## src/rtl/serial_subtractor.sv

```systemverilog
// -----------------------------------------------------------------------------
// serial_subtractor
//
// Multi-cycle subtractor: diff = a - b - bin (mod 2^WIDTH), worked through
// BITS_PER_CYCLE bits per clock, LSB chunk first. The borrow between chunks is
// registered, so the critical path is one BITS_PER_CYCLE-wide subtract.
//
// Parameters
//   WIDTH           operand/result width (>= 2)
//   BITS_PER_CYCLE  bits per RUN cycle; must divide WIDTH exactly
//
// Ports
//   clk        rising-edge clock
//   rst        synchronous, active-high reset
//   in_valid   operands a/b/bin valid          (input handshake)
//   in_ready   block can accept operands       (input handshake)
//   a, b, bin  minuend, subtrahend, borrow-in
//   out_valid  result valid                    (output handshake)
//   out_ready  consumer accepts result         (output handshake)
//   diff       a - b - bin, low WIDTH bits
//   bout       borrow-out (unsigned a < b + bin)
//   busy       operation in progress (RUN)
//   ovf        signed overflow, only with SERIAL_SUBTRACTOR_OVF_EN defined
//
// Optional feature macro: SERIAL_SUBTRACTOR_OVF_EN
//
// Handshake: a transfer happens on a rising edge where valid && ready are both
// high. valid is never withdrawn before the transfer; payload is stable while
// valid is high and ready is low. in_ready is high only in IDLE and out_valid
// only in DONE, so the two transfers can never overlap.
//
// The state register (state_q) is kept as a plain enum so checkers can bind to
// it hierarchically; in_ready/busy/out_valid are direct decodes of it.
// -----------------------------------------------------------------------------
module serial_subtractor #(
  parameter int WIDTH          = 8,
  parameter int BITS_PER_CYCLE = 1
) (
  input  logic             clk,
  input  logic             rst,
  input  logic             in_valid,
  output logic             in_ready,
  input  logic [WIDTH-1:0] a,
  input  logic [WIDTH-1:0] b,
  input  logic             bin,
  output logic             out_valid,
  input  logic             out_ready,
  output logic [WIDTH-1:0] diff,
  output logic             bout,
  output logic             busy
`ifdef SERIAL_SUBTRACTOR_OVF_EN
  ,
  output logic             ovf
`endif
);

  localparam int STEPS = WIDTH / BITS_PER_CYCLE;
  localparam int CW    = (STEPS > 1) ? $clog2(STEPS) : 1;
  localparam logic [CW-1:0] LAST_STEP = CW'(STEPS - 1);

  // Reject configurations that cannot be sliced into whole chunks.
  generate
    if (WIDTH < 2 || BITS_PER_CYCLE < 1 || (WIDTH % BITS_PER_CYCLE) != 0) begin : g_bad_cfg
      $fatal(1, "serial_subtractor: BITS_PER_CYCLE must divide WIDTH (WIDTH>=2)");
    end
  endgenerate

  typedef enum logic [1:0] {
    S_IDLE = 2'd0,
    S_RUN  = 2'd1,
    S_DONE = 2'd2
  } state_e;

  state_e                  state_q;
  logic [CW-1:0]           cnt_q;
  logic                    borrow_q;
  logic [WIDTH-1:0]        a_q;
  logic [WIDTH-1:0]        b_q;
  logic [WIDTH-1:0]        res_q;     // partial result being assembled
  logic [WIDTH-1:0]        diff_q;    // published result, held between ops
  logic                    bout_q;

  // Chunk datapath
  logic [BITS_PER_CYCLE-1:0] a_chunk;
  logic [BITS_PER_CYCLE-1:0] b_chunk;
  logic [BITS_PER_CYCLE:0]   chunk_full;
  logic                      borrow_d;
  logic [WIDTH-1:0]          res_d;
  int                        base;

  always_comb begin
    base    = int'(cnt_q) * BITS_PER_CYCLE;
    a_chunk = a_q[base +: BITS_PER_CYCLE];
    b_chunk = b_q[base +: BITS_PER_CYCLE];
    // Zero-extended subtract: the extra top bit goes to 1 exactly when the
    // chunk result is negative, which is the borrow into the next chunk.
    chunk_full = {1'b0, a_chunk} - {1'b0, b_chunk}
               - {{BITS_PER_CYCLE{1'b0}}, borrow_q};
    borrow_d   = chunk_full[BITS_PER_CYCLE];
    res_d      = res_q;
    res_d[base +: BITS_PER_CYCLE] = chunk_full[BITS_PER_CYCLE-1:0];
  end

`ifdef SERIAL_SUBTRACTOR_OVF_EN
  logic ovf_q;
  logic ovf_d;
  // Signed overflow: operands of opposite sign and the result sign differs
  // from the minuend's sign.
  always_comb begin
    ovf_d = (a_q[WIDTH-1] != b_q[WIDTH-1]) && (res_d[WIDTH-1] != a_q[WIDTH-1]);
  end
`endif

  always_ff @(posedge clk) begin
    if (rst) begin
      state_q  <= S_IDLE;
      cnt_q    <= '0;
      borrow_q <= 1'b0;
      a_q      <= '0;
      b_q      <= '0;
      res_q    <= '0;
      diff_q   <= '0;
      bout_q   <= 1'b0;
`ifdef SERIAL_SUBTRACTOR_OVF_EN
      ovf_q    <= 1'b0;
`endif
    end else begin
      case (state_q)
        S_IDLE: begin
          // in_ready is the IDLE decode, so in_valid alone completes the handshake.
          if (in_valid) begin
            a_q      <= a;
            b_q      <= b;
            borrow_q <= bin;
            cnt_q    <= '0;
            state_q  <= S_RUN;
          end
        end
        S_RUN: begin
          res_q    <= res_d;
          borrow_q <= borrow_d;
          cnt_q    <= cnt_q + CW'(1);
          if (cnt_q == LAST_STEP) begin
            diff_q  <= res_d;
            bout_q  <= borrow_d;
`ifdef SERIAL_SUBTRACTOR_OVF_EN
            ovf_q   <= ovf_d;
`endif
            state_q <= S_DONE;
          end
        end
        S_DONE: begin
          if (out_ready) begin
            state_q <= S_IDLE;
          end
        end
        default: begin
          state_q <= S_IDLE;
        end
      endcase
    end
  end

  assign in_ready  = (state_q == S_IDLE);
  assign busy      = (state_q == S_RUN);
  assign out_valid = (state_q == S_DONE);
  assign diff      = diff_q;
  assign bout      = bout_q;
`ifdef SERIAL_SUBTRACTOR_OVF_EN
  assign ovf       = ovf_q;
`endif

endmodule

```

## config.mk

```make
export PLATFORM = sky130hd
export DESIGN_NAME = serial_subtractor
export DESIGN_NICKNAME = d
export VERILOG_FILES = /design/src/rtl/serial_subtractor.sv
export SDC_FILE = /design/constraint.sdc
export NUM_CORES = 1
export LEC_CHECK = 0
export BUFFER_PORTS_ARGS = -buffer_cell sky130_fd_sc_hd__buf_4
export CAP_MARGIN = 10
export CORE_MARGIN = 4
export CORE_UTILIZATION = 49
export DETAILED_ROUTE_END_ITERATION = 16
export GPL_ROUTABILITY_DRIVEN = 0
export PLACE_DENSITY_LB_ADDON = 0.2
export SYNTH_ARGS = -nofsm -noshare
export SYNTH_HDL_FRONTEND = slang
export SYNTH_SLANG_ARGS = --single-unit
```

## constraint.sdc

```tcl
create_clock -name clk -period 2.3 [get_ports clk]
set_input_delay 0.23 -clock clk [delete_from_list [all_inputs] [get_ports clk]]
set_output_delay 0.23 -clock clk [all_outputs]
set_load 0.01 [all_outputs]
```

# Yosys cells after proc, flatten, opt, wreduce, memory -nomap -nowiden
# Cells that the tools add are included.
# word_totals
out_inout_bits	12
word_cells	37
ff_bits	39
in_bits	21
# op_classes
mux	9
reduce_logical	6
n_addsub	4
shift	4
n_eq_ne	6
# op_table
operator	n
negation 3 -> 33 bit	1
variable shift 1 x 33 -> 8 bit, first input constant	1
variable part select 1 x 33 -> 8 bit	1
variable part select 8 x 4 -> 1 bit	2
bitwise mux 8 bit	1
2-to-1 mux 2 bit	3
one-hot mux 2 bit (3 select lines)	1
one-hot mux 3 bit (2 select lines)	1
AND reduction 2 bit	3
!= test 2 x 1 -> 1 bit, second input constant	2
adder 3 x 1 -> 3 bit, second input constant	1
equality test 3 bit, second input constant	1
2-to-1 mux 3 bit	1
AND reduction 3 bit	1
equality test 2 x 1 -> 1 bit, second input constant	1
equality test 2 bit, second input constant	1
logical NOT 2 bit	1
!= test 2 bit, second input constant	1
one-hot mux 1 bit (2 select lines)	1
nonzero test 2 bit	1
subtractor 1 x 1 -> 2 bit	1
subtractor 2 x 1 -> 2 bit	1
2-to-1 mux 1 bit	1

# Depth between registers and ports, before layout
# Gate-level depths: netlist of run 1.
# depth
depth_word	5
mapped_depth	9
depth_no_buf	7

# Worst setup path after synthesis of run 1
# No wires, ideal clock.
# synth_path
path_type	register to register
startpoint	register cnt_q[0]
endpoint	register res_q[6]
stages_incl_launch_ff	10
setup_time_ns	0.132
path_buffers	3
synth_period_minus_slack_ns	2.266
slack_ns	0.034
t_required_ns	2.168
arrival_time_ns	2.134
cell_sequence	dfxtp_1 -> buf_6 -> buf_2 -> inv_1 -> ha_1 -> ha_1 -> clkbuf_1 -> or4b_1 -> o31ai_1 -> a21oi_1
# synth_between
elab_chain_len	5
elab_cells_between_ends	8
classes_between	3 x add/sub; 4 x shift; 1 x mux
# synth_lines
item	line	text
from (decl)	75	logic [CW-1:0] cnt_q;
from (signal assigned)	142	cnt_q <= cnt_q + CW'(1);
variable part select 8 x 4 -> 1 bit, on equally long branches	93, 94	
subtractor 1 x 1 -> 2 bit	97	chunk_full = {1'b0, a_chunk} - {1'b0, b_chunk}
subtractor 2 x 1 -> 2 bit	98	- {{BITS_PER_CYCLE{1'b0}}, borrow_q};
variable part select 1 x 33 -> 8 bit	101	res_d[base +: BITS_PER_CYCLE] = chunk_full[BITS_PER_CYCLE-1:0];
bitwise mux 8 bit (*)	101	
to (signal assigned)	140	res_q <= res_d;
to (decl)	79	logic [WIDTH-1:0] res_q;
# Mark *: on every way between the ends. The rest lies on a longest branch, timed or not.
# A chain may end at the register's enable or synchronous reset.

# Final worst setup path of run 1
# layout_path
startpoint	register cnt_q[0]
endpoint	register diff_q[0], in the netlist diff[0]
# layout_between
elab_chain_len	5
elab_cells_between_ends	10
classes_between	3 x add/sub; 1 x eq/ne; 4 x shift; 1 x mux; 1 x reduce/logical
# layout_lines
item	line	text
variable part select 8 x 4 -> 1 bit, on equally long branches	93, 94	
subtractor 1 x 1 -> 2 bit	97	
subtractor 2 x 1 -> 2 bit	98	
variable part select 1 x 33 -> 8 bit	101	
bitwise mux 8 bit	101	
to (signal assigned)	144	diff_q <= res_d;
to (decl)	80	logic [WIDTH-1:0] diff_q;
# Parallel ways exist; a longest one is shown, timed or not.

==> results of run 1 <==
[metal layers]
metal	GRT usage [%]	share of wire, %	vias up
met5	0	0	-
met2	28.22	48	38
li1	-	-	855
met1	20.00	46	753
met3	3.835	4.6	8
met4	6.263	1.5	0
[worst max-delay path, delay by kind of cell, from the launching register on]
| family | cells | cell delay [ns] |
|---|---|---|
| compound gates | 1 | 0.24 |
| fa+ha+maj | 1 | 0.61 |
| buf+inv | 1 | 0.14 |
| flops | 1 | 0.39 |
| mux | 1 | 0.51 |
| simple gates | 3 | 0.24 |
[cells in the mapped netlist, drive strengths merged (4+ instances only)]
library cell	count	area, um^2
a21oi	28	140.1
ha	4	50.05
nand3	9	45.04
clkbuf	11	41.29
mux4	4	105.1
nand2b	5	31.28
nor2	12	45.04
buf	9	50.04
o31ai	6	45.04
nand2	39	146.4
a311oi	5	43.79
dfxtp	39	780.8
inv	7	26.28
nand4	7	43.79
o21ai	8	40.04
[logic make-up after synthesis]
kind of cell,share of synthesized area (%)
AND/OR/NAND/NOR,25.34
buffers and inverters,6.060
adder cells (fa/ha/maj),3.611
flip-flops,40.23
multiplexers,6.963
AO/OA/AOI/OAI,17.79
[area by class of cell]
type	count	area [um^2]
clock inverters	2	60.06
clock buffers	6	72.57
inverters	7	26.28
well taps	48	60.06
flip-flops and latches	39	785.8
fillers	339	1306
multi-input cells	160	1092
repair buffers	42	340.3
[flip-flops by register name, indices dropped and copies added, names as in the netlist]
| name | flops |
|---|---|
| bout | 1 |
| res_q | 8 |
| borrow_q | 1 |
| b_q | 8 |
| diff | 8 |
| cnt_q | 3 |
| state_q | 2 |
| a_q | 8 |
[repair_timing]
item	in CTS	in global routing
setup endpoints to repair	10	13
gates resized for setup	1	18
pin swaps	0	9
[worst max path at each step]
stage             start       end  slack, ns  cells past startpoint
6_report       cnt_q[0]   diff[0]       0.08                      7
5_1_grt        cnt_q[0]  res_q[4]      -0.05                      8
4_1_cts        cnt_q[0]   diff[6]      0.009                      7
3_5_place_dp   cnt_q[0]   diff[6]      -0.05                      7
3_3_place_gp   cnt_q[0]  res_q[4]      0.009                      7
2_1_floorplan  cnt_q[0]  res_q[6]       0.03                      9
[power breakdown]
group          switching [mW]  total (mW)  internal [mW]  leakage [nW]
combinational           0.134       0.267          0.133         0.555
sequential             0.0185       0.717          0.698         0.318
clock                   0.236       0.669          0.434        0.0654
==> results.py, run 1 <==
metrics = {
    "routing": {
        "postRouteAntennaNets": 0,
        "via_per_inst": 5.441,
        "firstDrtPassIters": 5,
        "drc": 0,
        "routed_wl_mm": 4.239,
        "dr.first_iter.drc_count": 145,
        "vias": 1654,
        "wl_per_cell_um": 13.94,
    },
    "critical_path": {
        "crit_chain": "mux4_2 -> nand2_2 -> nand2_2 -> fa_2 -> buf_12 -> nand4b_4 -> a311oi_2",
        "r2r-end": "diff[0]",
        "cp_slowest_cell": "fa_2",
        "worstSetupStartpointType": "register",
        "r2r-start": "cnt_q[0]",
        "path_class": "register to register",
        "r2r_cells": 7,
        "critPathMaxStageDelay_ns": 0.61,
        "cp_max_fo": 11,
        "critical_path_required_ns": 2.51,
        "path_common_cell": "nand2_2",
        "cp.arrival_ns": 2.42,
        "end_kind": "register",
        "rrSetupSlack_ns": 0.08,
    },
    "job": {
        "cap_violations": 0,
    },
    "cells_and_area": {
        "layout_common_cells": "40 x buf_4, 37 x nand2_1, 37 x dfxtp_1",
        "drive_gt1_share_pct": 28.52,
        "area_delta_synth_final_pct": 25.60,
        "postLayoutCellArea_mm2": 0.002437,
        "n_antenna_cell": 0,
        "nets": 281,
        "final_common_cell": "buf_4",
        "instances_no_fill": 304,
        "final_util_pct": 65.11,
    },
    "floorplan": {
        "rows": 22,
        "die_h_um": 70.93,
        "die_w_um": 70.93,
        "core_area_mm2": 0.003744,
        "ios": 33,
        "dieArea_mm2": 0.005031,
        "initial_core_util_pct": 51.84,
    },
    "power_and_ir_drop": {
        "power.leakage_nw": 0.9389,
        "totalPowerFinal_mw": 1.653,
        "power_density_mw_per_mm2": 678.1,
        "peakVddDrop_v": 0.0003990,
    },
    "synth": {
        "netlist_instances": 226,
        "ys.flop_type": "dfxtp_1",
        "ys_seq_area_share_pct": 40.23,
        "async_flop_share_pct": 0,
        "syn_nets": 252,
        "synth_edf_count": 0,
        "yosysWarnings": 0,
        "ys_seq_elements": 39,
        "synth_cell_types": 39,
        "syn_area_mm2": 0.001941,
        "syn_avg_cell_area_um2": 8.587,
    },
    "placed_design": {
        "dp_slack_ns": -0.04863,
        "placed_cell_area_mm2": 0.002250,
        "port_buffers": 32,
        "dp_hpwl_mm": 2.887,
        "placed_cells": 296,
    },
    "sta": {
        "fin_ws_ns": 0.08464,
        "post-route-min-period_ns": 2.215,
        "rsz0062_at_grt": "yes",
        "worst_slew_pin_slew_ns": 0.5079,
        "setup_violations": 0,
        "clock_skew_ns": 0.008367,
        "hold_slack_ns": 0.1767,
        "hold_viol_final": 0,
        "finalCritPeriodShare_pct": 96.32,
        "slew_violations": 0,
        "fin_setup_tns_ns": 0,
        "maxSlewHeadroom_pct": 66.07,
        "fmax_mhz": 451.4,
    },
    "worst_hold_path": {
        "hold_end": "a_q[2]",
        "hp-start": "a[2]",
        "hold_path_depth": 3,
        "hold_class": "input pin to register",
    },
    "cts": {
        "cts_hold_buf": 0,
        "clock-sinks": 39,
        "root_buffer": "clkbuf_8",
        "postCtsSetupBuffers": 0,
        "clkTransAtPathRegs_ns": 0.08,
        "clk_latency_ns": 0.29,
        "clockBufferDepth": 2,
        "cts_tree": "yes",
        "htree_levels": 2,
        "numCtsBuffers": 5,
    },
    "global_routing": {
        "grt_max_degree": 41,
        "grt_pass1_vias": 1493,
        "grt_pass1_wl_mm": 6.630,
        "grt-ovfl-total": 0,
        "grt.total_usage_pct": 16.48,
        "antenna_found_initial": 0,
    },
    "status": {
        "status": "finished clean",
    },
}
Power figures use the tool's default switching activity.
==> run 2: changes to the inputs <==
- ABC_AREA: unset -> 1
- ABC_CLOCK_PERIOD_IN_PS: unset -> 2300
==> run 2 against run 1 <==
Synthesized area is 1.2% higher. Worst setup slack better by 0.14 ns. Synthesized cell count is 18% higher. Sequential power up 4.2%. Clock power decreased by 35%. Largest power group unchanged.
==> results.py, run 2 <==
metrics = {
    "status": {
        "status": "finished clean",
    },
    "floorplan": {
        "initial_core_util_pct": 52.06,
        "ios": 33,
        "rows": 22,
        "dieArea_mm2": 0.005083,
        "die_w_um": 71.30,
        "die_h_um": 71.30,
        "core_area_mm2": 0.003771,
    },
    "critical_path": {
        "end_kind": "register",
        "critical_path_required_ns": 2.54,
        "cp_max_fo": 12,
        "cp.arrival_ns": 2.31,
        "worstSetupStartpointType": "register",
        "path_class": "register to register",
    },
    "sta": {
        "finalCritPeriodShare_pct": 90.39,
        "hold_viol_final": 0,
        "worst_slew_pin_slew_ns": 0.3655,
        "rsz0062_at_grt": "no",
        "clock_skew_ns": 0.005156,
        "fin_setup_tns_ns": 0,
        "post-route-min-period_ns": 2.079,
        "fmax_mhz": 481.0,
        "setup_violations": 0,
        "slew_violations": 0,
        "maxSlewHeadroom_pct": 75.60,
    },
    "power_and_ir_drop": {
        "power.leakage_nw": 1.064,
        "power_density_mw_per_mm2": 637.3,
        "peakVddDrop_v": 0.0003592,
    },
    "synth": {
        "yosysWarnings": 0,
        "ys_seq_elements": 39,
        "synth_cell_types": 34,
        "syn_area_mm2": 0.001963,
        "ys_seq_area_share_pct": 39.77,
        "syn_nets": 292,
        "ys.flop_type": "dfxtp_1",
        "synth_edf_count": 0,
        "post-synth-top-count-cell": "nor2_1",
        "yosysTopAreaCell": "dfxtp_1",
        "async_flop_share_pct": 0,
        "syn_avg_cell_area_um2": 7.380,
        "netlist_instances": 266,
        "synth_top_area_share_pct": 39.77,
        "yosys-top-cells-area": "dfxtp_1 40%, nor2_1 10%, nand2_1 6.9%",
        "netlist_top_cells_count": "53 x nor2_1, 39 x dfxtp_1, 36 x nand2_1",
    },
    "cts": {
        "clockBufferDepth": 2,
        "cts_tree": "yes",
        "clock-sinks": 39,
        "postCtsSetupBuffers": 0,
        "clk_latency_ns": 0.29,
        "cts_hold_buf": 0,
        "clkTransAtPathRegs_ns": 0.07,
        "numCtsBuffers": 5,
        "root_buffer": "clkbuf_8",
        "htree_levels": 2,
    },
    "cells_and_area": {
        "drive_gt1_share_pct": 22.56,
        "nets": 322,
        "register_area_um2": 785.8,
        "final_common_cell": "nor2_1",
        "area_delta_synth_final_pct": 16.19,
        "multi_input_area_um2": 964.7,
        "n_antenna_cell": 0,
        "instances_no_fill": 345,
        "postLayoutCellArea_mm2": 0.002281,
        "layout_common_cells": "51 x nor2_1, 37 x dfxtp_1, 36 x nand2_1",
        "fillers": 358,
    },
    "routing": {
        "vias": 1739,
        "drc": 0,
        "postRouteAntennaNets": 0,
        "firstDrtPassIters": 4,
        "routed_wl_mm": 3.863,
        "wl_per_cell_um": 11.20,
        "via_per_inst": 5.041,
        "dr.first_iter.drc_count": 120,
    },
    "global_routing": {
        "grt_pass1_vias": 1601,
        "grt_use_met3_pct": 5.189,
        "grt_max_degree": 26,
        "grtUsageMet1_pct": 22.78,
        "grt-ovfl-total": 0,
        "gr-usage-met2_pct": 26.02,
        "antenna_found_initial": 0,
        "grt_pass1_wl_mm": 6.996,
        "grt.total_usage_pct": 16.84,
        "busiest_layer": "met2",
    },
    "job": {
        "cap_violations": 0,
    },
    "placed_design": {
        "placed_cell_area_mm2": 0.002190,
        "dp_hpwl_mm": 2.820,
        "port_buffers": 32,
        "placed_cells": 337,
    },
    "worst_hold_path": {
        "hold_class": "input pin to register",
    },
}
## run 2: cell count changes after synthesis, moves of 7 or more
cell,before,now
a21oi_1,28,9
o21ai_0,8,25
nor2_1,12,53
inv_2,0,7
clkbuf_1,11,2
inv_1,7,24
nand3_1,9,18
## run 2: report_power, final
group | total [mW] | internal (mW) | switching [mW]
Sequential | 0.747 | 0.718 | 0.0284
Combinational | 0.273 | 0.108 | 0.165
Clock | 0.434 | 0.213 | 0.222
Total | 1.45 | 1.04 | 0.415
## run 2: routing by layer
layer | vias up | part of all wire (%)
met1 | 768 | 48
li1 | 926 | -
met2 | 37 | 45
met4 | 0 | 1.7
met5 | - | 0
met3 | 8 | 5.3
## run 2: layout make-up
cell class | count | share of cell area, %
Sequential cell | 39 | 34.45
Timing Repair Buffer | 34 | 11.19
Multi-Input combinational cell | 183 | 42.29
Clock inverter | 1 | 0.2194
Tap cell | 48 | 2.633
Inverter | 33 | 5.869
Clock buffer | 7 | 3.346
## run 2: worst paths after layout
check                 from  endpoint  slack [ns]  cells past startpoint
setup / recovery  cnt_q[0]  res_q[1]        0.22                     11
hold / removal        b[1]    b_q[1]        0.19                      3
setup reg to reg  cnt_q[0]  res_q[1]        0.22                     11
hold reg to reg       bout      bout        0.47                      2
## run 2: logic make-up (layout without fill, tap and decap cells)
| group | count (synthesis) | in the layout | share of synthesized area, % |
|---|---|---|---|
| simple gates | 123 | 123 | 28.36 |
| compound gates | 55 | 55 | 16.95 |
| flops | 39 | 39 | 39.77 |
| buf+inv | 44 | 75 | 11.35 |
| fa+ha+maj | 5 | 5 | 3.569 |
## run 2: critical path, cell delays in order, from the launching register on
cell,delay [ns]
dfxtp_4,0.39
inv_2,0.13
o21ai_0,0.09
o221ai_1,0.14
o21ai_1,0.11
fa_1,0.54
nand2_1,0.11
nor2_2,0.16
nand3_1,0.13
nand3_1,0.12
nand2_1,0.06
inv_1,0.04
## run 2: timing repair
item | 4_1_cts | 5_1_grt
gates resized for setup | 0 | 5
hold endpoints to repair | 0 | 0
setup endpoints to repair | 0 | 14
## run 2: metrics by stage
step | utilization, % | hold slack [ns] | worst slack (ns) | total power, mW
3_5_place_dp | 58.06 | 0.4568 | 0.03118 | 1.033
6_report | 60.48 | 0.1881 | 0.2211 | 1.454
3_3_place_gp | 58.06 | 0.4580 | 0.1136 | 1.029
2_1_floorplan | - | 0.3749 | 0.3005 | 0.9681
5_1_grt | 60.48 | 0.1867 | 0.03390 | 1.557
4_1_cts | 60.22 | 0.1856 | 0.007137 | 1.465
